$ cat config.mk
export PLATFORM = sky130hd
export DESIGN_NAME = instr_fetch
export DESIGN_NICKNAME = d
export VERILOG_FILES = /design/src/rtl/instr_fetch.sv
export SDC_FILE = /design/constraint.sdc
export NUM_CORES = 1
export LEC_CHECK = 0
export CAP_MARGIN = 20
export CORE_ASPECT_RATIO = 1.2
export CORE_MARGIN = 1.5
export CORE_UTILIZATION = 40
export DETAILED_ROUTE_END_ITERATION = 7
export PLACE_DENSITY = 0.57
export RECOVER_POWER = 25
export SETUP_SLACK_MARGIN = 0.02
export SYNTH_ARGS = -nofsm -noshare
export SYNTH_HDL_FRONTEND = slang
export SYNTH_SLANG_ARGS = --single-unit
$ cat constraint.sdc
create_clock -name clk -period 5.9 [get_ports clk]
set_clock_uncertainty 0.1 [all_clocks]
set_input_delay 0.885 -clock clk [delete_from_list [all_inputs] [get_ports clk]]
set_output_delay 0.885 -clock clk [all_outputs]
set_load 0.01 [all_outputs]
$ cat src/rtl/instr_fetch.sv
// Instruction fetch front-end: reads 32-bit instructions as two 16-bit beats,
// buffers them in a prefetch FIFO and hands them to the core on valid/ready.
module instr_fetch #(
  parameter int unsigned DEPTH    = 4,
  parameter logic [15:0] RESET_PC = 16'h0000
) (
  input  logic        clk,
  input  logic        rst_n,
  output logic [15:0] mem_addr,
  output logic        mem_rd,
  input  logic [15:0] mem_q,
  input  logic        mem_gnt,
  output logic [31:0] instr,
  output logic [15:0] instr_pc,
  output logic        instr_valid,
  input  logic        instr_ready,
  input  logic        redirect,
  input  logic [15:0] redirect_pc
);

  localparam int unsigned AW = $clog2(DEPTH);
  localparam int unsigned CW = AW + 1;
  localparam logic [CW:0] DEPTH_W = (CW + 1)'(DEPTH);

  typedef enum logic [1:0] {
    S_IDLE    = 2'd0,
    S_HI_PEND = 2'd1,
    S_NEED_LO = 2'd2,
    S_LO_PEND = 2'd3
  } state_e;

  typedef struct packed {
    logic [15:0] pc;
    logic [31:0] word;
  } entry_t;

  state_e        state_q, state_d;
  logic [15:0]   fpc_q, fpc_d;
  logic [15:0]   hi_q, hi_d;
  logic [15:0]   addr_q;
  logic [AW-1:0] rd_ptr_q, rd_ptr_d;
  logic [AW-1:0] wr_ptr_q, wr_ptr_d;
  logic [CW-1:0] count_q, count_d, count_after;
  entry_t        head_q, head_d;
  logic          valid_q, valid_d;
  entry_t        fifo_q [DEPTH];

  logic          issue;
  logic [15:0]   issue_addr;
  logic          push, pop, space;
  entry_t        push_entry;

  // Fetch sequencing, read issue and FIFO bookkeeping
  always_comb begin
    state_d    = state_q;
    fpc_d      = fpc_q;
    hi_d       = hi_q;
    issue      = 1'b0;
    issue_addr = addr_q;
    push       = (state_q == S_LO_PEND) && !redirect;
    pop        = valid_q && instr_ready && !redirect;
    push_entry.pc   = fpc_q;
    push_entry.word = {hi_q, mem_q};
    count_after = count_q + CW'(push) - CW'(pop);
    // Space must also cover the instruction a new hi read would start
    space = ({1'b0, count_after} + (CW + 1)'(1)) <= DEPTH_W;

    if (redirect) begin
      state_d = S_IDLE;
      fpc_d   = redirect_pc;
    end else if (rst_n) begin
      case (state_q)
        S_IDLE: begin
          if (space && mem_gnt) begin
            issue      = 1'b1;
            issue_addr = {fpc_q[14:0], 1'b0};
            state_d    = S_HI_PEND;
          end
        end
        S_HI_PEND: begin
          hi_d = mem_q;
          if (mem_gnt) begin
            issue      = 1'b1;
            issue_addr = {fpc_q[14:0], 1'b1};
            state_d    = S_LO_PEND;
          end else begin
            state_d = S_NEED_LO;
          end
        end
        S_NEED_LO: begin
          if (mem_gnt) begin
            issue      = 1'b1;
            issue_addr = {fpc_q[14:0], 1'b1};
            state_d    = S_LO_PEND;
          end
        end
        S_LO_PEND: begin
          fpc_d = fpc_q + 16'd1;
          if (space && mem_gnt) begin
            issue      = 1'b1;
            issue_addr = {fpc_d[14:0], 1'b0};
            state_d    = S_HI_PEND;
          end else begin
            state_d = S_IDLE;
          end
        end
        default: state_d = S_IDLE;
      endcase
    end

    if (redirect) begin
      rd_ptr_d = '0;
      wr_ptr_d = '0;
      count_d  = '0;
    end else begin
      rd_ptr_d = rd_ptr_q + AW'(pop);
      wr_ptr_d = wr_ptr_q + AW'(push);
      count_d  = count_after;
    end

    // New head is the entry being pushed when it lands in the head slot
    if (push && (wr_ptr_q == rd_ptr_d)) begin
      head_d = push_entry;
    end else begin
      head_d = fifo_q[rd_ptr_d];
    end
    valid_d = (count_d != '0);
  end

  always_ff @(posedge clk or negedge rst_n) begin
    if (!rst_n) begin
      state_q  <= S_IDLE;
      fpc_q    <= RESET_PC;
      hi_q     <= '0;
      addr_q   <= '0;
      rd_ptr_q <= '0;
      wr_ptr_q <= '0;
      count_q  <= '0;
      head_q   <= '0;
      valid_q  <= 1'b0;
    end else begin
      state_q  <= state_d;
      fpc_q    <= fpc_d;
      hi_q     <= hi_d;
      addr_q   <= issue_addr;
      rd_ptr_q <= rd_ptr_d;
      wr_ptr_q <= wr_ptr_d;
      count_q  <= count_d;
      valid_q  <= valid_d;
      if (valid_d) begin
        head_q <= head_d;
      end
    end
  end

  // Storage needs no reset; entries are only read once written
  always_ff @(posedge clk) begin
    if (push) begin
      fifo_q[wr_ptr_q] <= push_entry;
    end
  end

  assign mem_rd      = issue;
  assign mem_addr    = issue_addr;
  assign instr       = head_q.word;
  assign instr_pc    = head_q.pc;
  assign instr_valid = valid_q;

endmodule

After elaboration in Yosys (flattened, before gate mapping)
Memory sizes are Yosys's and may differ from the RTL's. A register that Yosys moved wholly into a read port is not among the register bits.
Index checks and enable logic that the tools add are counted.
{"block": "classes", "multipliers": 0, "n_div": 0, "n_addsub": 6, "n_shift": 0, "mux": 26, "n_bitwise": 1, "reduce_logical": 15, "n_lt_le_gt_ge": 1, "eq_ne": 5}
{"op": "$mux W16", "n": 8}
{"op": "$pmux W16 S3", "n": 1}
{"op": "$add A16 B1 Y16 const B", "n": 1}
{"op": "$mux W2", "n": 6}
{"op": "$mux W1", "n": 8}
{"op": "$pmux W2 S4", "n": 1}
{"op": "$ne A3 B3 Y1 const B", "n": 2}
{"op": "$reduce_and A3 Y1", "n": 2}
{"op": "$add A2 B1 Y2", "n": 2}
{"op": "$add A3 B1 Y4 const B", "n": 1}
{"op": "$eq A2 B2 Y1 const B", "n": 2}
{"op": "$le A4 B3 Y1 const B", "n": 1}
{"op": "$logic_and A1 B1 Y1", "n": 4}
{"op": "$reduce_bool A2 Y1", "n": 2}
{"op": "$reduce_or A2 Y1", "n": 2}
{"op": "$add A3 B1 Y3", "n": 1}
{"op": "$mux W3", "n": 1}
{"op": "$reduce_bool A3 Y1", "n": 1}
{"op": "$sub A3 B1 Y3", "n": 1}
{"op": "$eq A2 B1 Y1 const B", "n": 1}
{"op": "$logic_not A1 Y1", "n": 2}
{"op": "$logic_not A2 Y1", "n": 1}
{"op": "$pmux W1 S2", "n": 1}
{"op": "$reduce_and A2 Y1", "n": 1}
{"op": "$not A1 Y1", "n": 1}
{"block": "totals", "memories": 1, "latchBits": 0, "in_bits": 37, "mem_bits_rw": 192, "word_cells": 63, "output_inout_bits": 66, "ff_bits": 58, "mem_bits_ro": 0}
{"memory": "fifo_q", "words": 4, "width": 48, "rd": 1, "rd_clocked_by_memory_dff": 1, "wr": 1, "line_no": "46", "rtl": "entry_t fifo_q [DEPTH];"}

Logic depth before layout (Yosys ltp)
Gate-level depths: netlist of run 1.
{"block": "depth", "word_depth": 11, "depth_mapped": 15, "depth_no_buf": 12}

Worst setup path before layout of run 1
Ideal clock, no wire load.
{"block": "synth_path", "path_type": "input to register", "start": "input redirect", "end": "memory fifo_q[0][0] (netlist bit), enable pin", "arrival_time_ps": 4372, "setup_slack_ps": 915, "cell_stages": 2, "t_required_ps": 5287, "setup_ps": 513, "n_path_buf": 0, "path_cell_list": "nand2b_1 nor3_1"}
{"block": "synth_via", "elab_chain_cells": 4}
{"element": "start, declared", "line_no": "17", "rtl": "input logic redirect,"}
{"element": "$logic_not A1 Y1", "line_no": "60", "rtl": "push = (state_q == S_LO_PEND) && !redirect;"}
{"element": "$logic_and A1 B1 Y1", "line_no": "60"}
{"element": "$mux W1", "line_no": "158", "rtl": "if (push) begin"}
{"element": "$mux W1 (not written as such)", "line_no": "159", "rtl": "fifo_q[wr_ptr_q] <= push_entry;"}
{"element": "end, declared", "line_no": "46"}
Every way passes these cells.

Worst setup path in the final report of run 1
{"block": "layout_path", "start": "input instr_ready", "end": "output mem_addr[12]"}
{"block": "layout_via", "elab_chain_cells": 10, "elab_cells_between_ends": 11, "classes_between": "2 x add/sub; 1 x order compare; 5 x mux; 3 x reduce/logical"}
{"element": "start, declared", "line_no": "16", "rtl": "input logic instr_ready,"}
{"element": "$logic_and A1 B1 Y1 (*) (2 in a row)", "line_no": "61", "rtl": "pop = valid_q && instr_ready && !redirect;"}
{"element": "$sub A3 B1 Y3 (*)", "line_no": "64", "rtl": "count_after = count_q + CW'(push) - CW'(pop);"}
{"element": "$add A3 B1 Y4 (*)", "line_no": "66", "rtl": "space = ({1'b0, count_after} + (CW + 1)'(1)) <= DEPTH_W;"}
{"element": "$le A4 B3 Y1 (*)", "line_no": "66"}
{"element": "$logic_and A1 B1 Y1 (*)", "line_no": "74, 99"}
{"element": "$mux W16 (on tied branches)", "line_no": "99, 74"}
{"element": "$pmux W16 S3 (*)", "line_no": "72", "rtl": "case (state_q)"}
{"element": "$mux W16 (*)", "line_no": "71", "rtl": "end else if (rst_n) begin"}
{"element": "$mux W16 (*)", "line_no": "68", "rtl": "if (redirect) begin"}
{"element": "end, declared", "line_no": "9", "rtl": "output logic [15:0] mem_addr,"}
Every way passes the cells marked *; elsewhere a longest branch is shown, timed or not.

==> flow_summary.toml, run 1 <==
[drt]
firstDrtPassIters = 7
drtIter0Drc = 692
ant_nets = 0
viasPerCell = 5.95
drt-total-wl_mm = 35.0
dr_total_vias = 8731
wire_per_inst_um = 23.8
drc_errors = 8

[floorplanning]
num_rows = 71
start_util_pct = 40.7
dieHeight_um = 199
num_io_pins = 103
die_w_um = 166
die_area_sq_um = 33100
core_area_sq_um = 31400

[status]
status = "complete, but fails checks"
violations = "design-rule violations, max-capacitance violations, max-slew violations"

[cells_and_area]
fill_cells = 2776
multi_input_area_sq_um = 3990
fin_util_pct = 48.4
register_area_sq_um = 8420
area_growth_pct = 18.9
diodes = 0
nets = 1088
drive_above_1_share_pct = 11.3

[critical_path]
slowest_delay_ns = 0.61
crit_fanout = 14
required_ns = 4.91
crit_slowest_cell = "clkdlybuf4s50_1"
crit_chain = "clkdlybuf4s50_1 -> nand2_1 -> xor2_1 -> nor2_1 -> ha_1 -> inv_1 -> fa_1 -> xnor3_1 -> and2_1 -> nand2_1 -> o22ai_1 -> a221oi_1 -> clkdlybuf4s50_1"
arrival_ns = 4.63
end_kind = "primary output"
start_kind = "input pin"
cpLargestDelayFamily = "buffers and inverters"
critPathKind = "input pin to primary output"
path_buf_inv = 3

[yosys]
yosysTopAreaCell = "edfxtp_1"
synth.most_common_cell = "edfxtp_1"
synthCells = 969
synthFlopType = "edfxtp_1"
ys_ff_latch = 298
yosysUniqueCellTypes = 55
synth_fp_nets = 1015
synth_edf_count = 192
syn_avg_cell_area_sq_um = 13.2
syn_area_sq_um = 12800
async_flop_share_pct = 35.6
synth_top_cells_by_count = "192 x edfxtp_1, 140 x nand2_1, 106 x dfrtp_1, 55 x clkbuf_1, 51 x and3_1"
ys.warnings.count = 0
synthTopCellsByArea = "edfxtp_1 45%, dfrtp_1 21%, nand2_1 4.1%, a221o_1 3.8%, a2111oi_0 3.3%"
netlist.area_leader.share_pct = 45.1
ys_seq_area_share_pct = 65.8

[flow_run]
drv_cap = 1

[clock_network]
clk_latency_ns = 0.56
htreeDepth = 1
clockRootBuffer = "clkbuf_16"
path_clk_slew_ns = 0.06
clockBufferDepth = 3
post_cts_buffers = 0
cts_hold_buf = 0
cts_tree = "yes"
cts_buffers = 31
cts-resized-gates = 0
clock-sinks = 298

[sta]
report.final.slew_viol_count = 110
tightest_slew_ns = 3.07
hold_slack_ns = 0.404
rsz0062_at_grt = "no"
finalSetupTns_ns = 0
fin_crit_sh_pct = 95.1
fmax_mhz = 178
slew_headroom_pct = -104
fin_crit_ns = 5.61
setup_viol = 0
hold_violations = 0

[placed_design]
io_buffers = 102
place.gp.congestion = 0.843
hpwl_mm = 19.2

[hold_path]
min-delay-path-class = "flop to flop"

[power]
leakage_nw = 5.49
p_per_area_nw_per_um2 = 426
peakVddDrop_mv = 0.233

[global_route]
grtUsageTotal_pct = 21.2
grt_antenna_before_repair = 0
grt_max_degree = 110
grt_pass1_vias = 9060
grt-ovfl-total = 0
grt_first_pass_wirelength_mm = 54.3
## cells by family after synthesis
family                     Yosys count  share of synthesized area [%]
adders and majority gates            9                          0.939
DFF                                298                           65.8
muxes                               33                           2.84
and+or+nand+nor                    265                           9.67
buffers and inverters              102                           3.52
AOI/OAI and AO/OA                  227                           14.7
xor gates and xnor gates            35                           2.50
## sequential cells by signal, summed over array words and instances (netlist names)
register / count
instr: 32
instr_valid: 1
count_q: 3
state_q: 2
instr_pc: 16
fifo_q: 192
rd_ptr_q: 2
fpc_q: 16
wr_ptr_q: 2
addr_q: 16
hi_q: 16
## area by class of cell
class                      instances  area share [%]
clock buffer                      45            5.97
clock inverter                    13           0.691
inverter                          13           0.321
multi-input combinational        569            26.2
sequential                       298            55.3
tap                              401            3.30
timing repair buffer             129            8.20
## layout by cell type, fill, tap and decap left out, types with 11 or more instances in the layout
cell type	n
a221o_1	48
nand2_1	140
o21ai_0	23
inv_1	11
xor2_1	18
clkbuf_16	31
buf_4	23
nor3_1	11
nor2_1	26
clkdlybuf4s50_1	100
xnor2_1	15
edfxtp_1	192
a311oi_1	48
a221oi_1	18
and3_1	50
o22ai_1	13
a2111oi_0	48
mux2_2	26
dfrtp_1	106
## power breakdown
part           switching [mW]  internal, mW
Combinational           0.840         0.844
Clock                   0.804          1.11
Sequential              0.294          2.59
## per-layer routing
layer | up-vias | global-route usage [%] | wire length (um)
met3 | 66 | 2.92 | 1920
met4 | 0 | 7.17 | 946
met1 | 4435 | 27.9 | 15000
li1 | 3915 | - | -
met2 | 315 | 36.3 | 17100
met5 | - | 0 | 0
## worst reg2reg max path, cell delays in order (launching register included)
cell and delay, ns:
dfrtp_1 0.43, ha_1 0.20, buf_4 0.19, xor2_1 0.18
nor2_1 0.11, ha_1 0.15, inv_1 0.04, fa_1 0.36
xnor3_1 0.24, buf_4 0.15, a21o_2 0.14, buf_4 0.37
inv_2 0.11, o31ai_4 0.08, buf_4 0.42, a311oi_1 0.16
a221o_1 0.32
## metrics by stage
step                instances  worst slack [ns]  cell area [sq um]  power, mW
finish                   1468             0.287              15200       6.48
detailed placement       1409             0.308              14200       4.61
global placement         1408             0.386              14200       4.58
floorplan                 969             0.915              12800       3.76
global route             1468            0.0592              15200       6.79
CTS                      1467             0.296              15200       6.53
## worst paths after layout
| kind | depth (start not counted) | slack [ns] | end | start |
|---|---|---|---|---|
| worst min register to register | 2 | 0.40 | addr_q[0] | addr_q[0] |
| min in group asynchronous | 2 | 1.70 | instr[28] | rst_n |
| worst min-delay path | 2 | 0.40 | addr_q[0] | addr_q[0] |
| worst max register to register | 16 | 2.05 | instr[12] | state_q[1] |
| worst max-delay path | 13 | 0.29 | mem_addr[12] | instr_ready |
| max in group asynchronous | 2 | 2.15 | hi_q[3] | rst_n |
Note: power is estimated with default switching activity, not from simulation.
==> run 2: changes to the inputs <==
- SKIP_LAST_GASP: default -> 1
==> results of run 2 <==
Same layout as run 1: the final DEF is identical, and so are final timing and power.
==> run 3: changes to the inputs <==
- CORE_UTILIZATION: 40 -> 50
- PLACE_DENSITY: 0.57 -> 0.69
==> run 3 against run 2 <==
Maximum frequency increased by 1.9%; final area is 0.62% lower; sequential cell count stayed put; total power increased by 0.71%; wire length shrank 4.8%; via count increased by 2.0%; largest cell class unchanged; largest power group unchanged; sequential power barely moved; core utilization is 12 points higher; die area fell by 20%; first-iteration DRC count fell by 9.0%; the run ends with max-capacitance violations, max-slew violations left; worst setup slack improved by 0.11 ns.
==> flow_summary.toml, run 3 (synthesis results as in run 1) <==
[critical_path]
crit_chain = "clkdlybuf4s50_1 -> nand2_1 -> xor2_1 -> nor2_1 -> ha_1 -> inv_1 -> fa_1 -> xnor3_1 -> and2_1 -> buf_4 -> o22ai_1 -> a221oi_1 -> clkdlybuf4s50_1"
ff2ff_setup_slack_ns = 2.16
crit_slowest_cell = "clkdlybuf4s50_1"
r2r_start = "state_q[1]"
timing.rr.end = "instr[14]"
end_kind = "primary output"
slowest_delay_ns = 0.61
crit_fanout = 16
critPathKind = "input pin to primary output"
arrival_ns = 4.52
required_ns = 4.91
reg2reg_depth = 13
start_kind = "input pin"
cpMostUsedCell = "clkdlybuf4s50_1"

[drt]
firstDrtPassIters = 5
ant_nets = 0
drt-total-wl_mm = 33.3
viasPerCell = 6.41
wire_per_inst_um = 23.9
drtIter0Drc = 630
drc_errors = 0
dr_total_vias = 8903

[clock_network]
clockBufferDepth = 3
clock-sinks = 298
clockRootBuffer = "clkbuf_16"
cts_buffers = 30
clk_latency_ns = 0.55
htreeDepth = 1
post_cts_buffers = 0
cts_tree = "yes"
path_clk_slew_ns = 0.06

[power]
peakVddDrop_mv = 0.326
leakage_nw = 5.50
p_per_area_nw_per_um2 = 431
p_total_mw = 6.52

[floorplanning]
die_area_sq_um = 26600
num_io_pins = 103
core_area_sq_um = 24900
start_util_pct = 51.4
num_rows = 63
die_w_um = 149
dieHeight_um = 178

[sta]
fmax_mhz = 182
fin_crit_sh_pct = 93.3
rsz0062_at_grt = "no"
report.final.slew_viol_count = 54
finalSetupTns_ns = 0
slew_headroom_pct = -99.4
tightest_slew_ns = 2.99
hold_violations = 0
setup_viol = 0
hold_slack_ns = 0.406
fin_crit_ns = 5.51

[cells_and_area]
nets = 1087
fin_util_pct = 60.7
mostFrequentLayoutCells = "192 x edfxtp_1, 139 x nand2_1, 106 x dfrtp_1"
diodes = 0
top_register = "fifo_q"
largest_register_ffs = 192
area_growth_pct = 18.2
fill_cells = 1995
drive_above_1_share_pct = 11.0
layout_commonest_cell = "edfxtp_1"

[hold_path]
hp-start = "addr_q[0]"
hold_end = "addr_q[0]"
min-delay-path-class = "flop to flop"
whs_path_depth = 2

[placed_design]
io_buffers = 102
hpwl_mm = 18.7
place.gp.congestion = 0.870

[global_route]
grt_max_degree = 57
grt_antenna_before_repair = 1
grt_first_pass_wirelength_mm = 52.0
grtUsageTotal_pct = 25.6
grt-ovfl-total = 0
grt_pass1_vias = 8977

[flow_run]
drv_cap = 1

[status]
violations = "max-capacitance violations, max-slew violations"
status = "complete, but fails checks"
## run 3: cell types whose count changed in the layout (fill, tap and decap cells not counted), moves of 2 or more
cell             before  now
dlygate4sd3_1         0    6
clkinv_1              0    2
clkbuf_8              8    2
clkdlybuf4s50_1     100   94
bufinv_16             1    4
buf_12                3    1
## run 3: report_power, final
group	internal, mW	switching [mW]
Combinational	0.856	0.840
Clock	1.16	0.785
Sequential	2.59	0.299
## run 3: worst max-delay path: cells and delay by family
| kind | cells | cell delay (ns) |
|---|---|---|
| adders and majority gates | 2 | 0.51 |
| and+or+nand+nor | 3 | 0.81 |
| xor gates and xnor gates | 2 | 0.40 |
| AOI/OAI and AO/OA | 2 | 0.44 |
| buffers and inverters | 4 | 1.48 |
## run 3: routing by layer
| layer | up-vias | share of wire, % | global-route usage (%) |
|---|---|---|---|
| met3 | 59 | 6.4 | 3.40 |
| met2 | 398 | 51 | 44.6 |
| li1 | 3923 | - | - |
| met4 | 2 | 2.5 | 8.66 |
| met5 | - | 0.033 | 0 |
| met1 | 4521 | 40 | 32.9 |
## run 3: repair_timing
action | in CTS | in global routing
hold buffers | 0 | 0
setup endpoints to repair | 0 | 1
resized for setup | 0 | 1
## run 3: worst max-delay path by stage
stage                            from            to  cells past startpoint
after detailed placement  instr_ready   mem_addr[9]                     13
after global routing      instr_ready  mem_addr[13]                     13
final                     instr_ready  mem_addr[13]                     13
after global placement    instr_ready  mem_addr[12]                     13
after CTS                 instr_ready   mem_addr[9]                     13
after floorplan              redirect  fifo_q[0][0]                      2
## run 3: stage by stage
stage | setup WS, ns | instance area [sq um] | instances
floorplan | 0.915 | 12800 | 969
global placement | 0.402 | 14100 | 1332
detailed placement | 0.329 | 14100 | 1333
CTS | 0.323 | 15100 | 1389
global route | 0.139 | 15100 | 1390
finish | 0.393 | 15100 | 1390
## run 3: layout make-up
| class | instances | area, sq um | share of cell area, % |
|---|---|---|---|
| Clock inverter | 17 | 191 | 1.27 |
| Clock buffer | 39 | 826 | 5.46 |
| Timing Repair Buffer | 129 | 1240 | 8.21 |
| Sequential cell | 298 | 8420 | 55.7 |
| Multi-Input combinational cell | 569 | 3990 | 26.4 |
| Inverter | 13 | 48.8 | 0.323 |
| Tap cell | 325 | 407 | 2.69 |
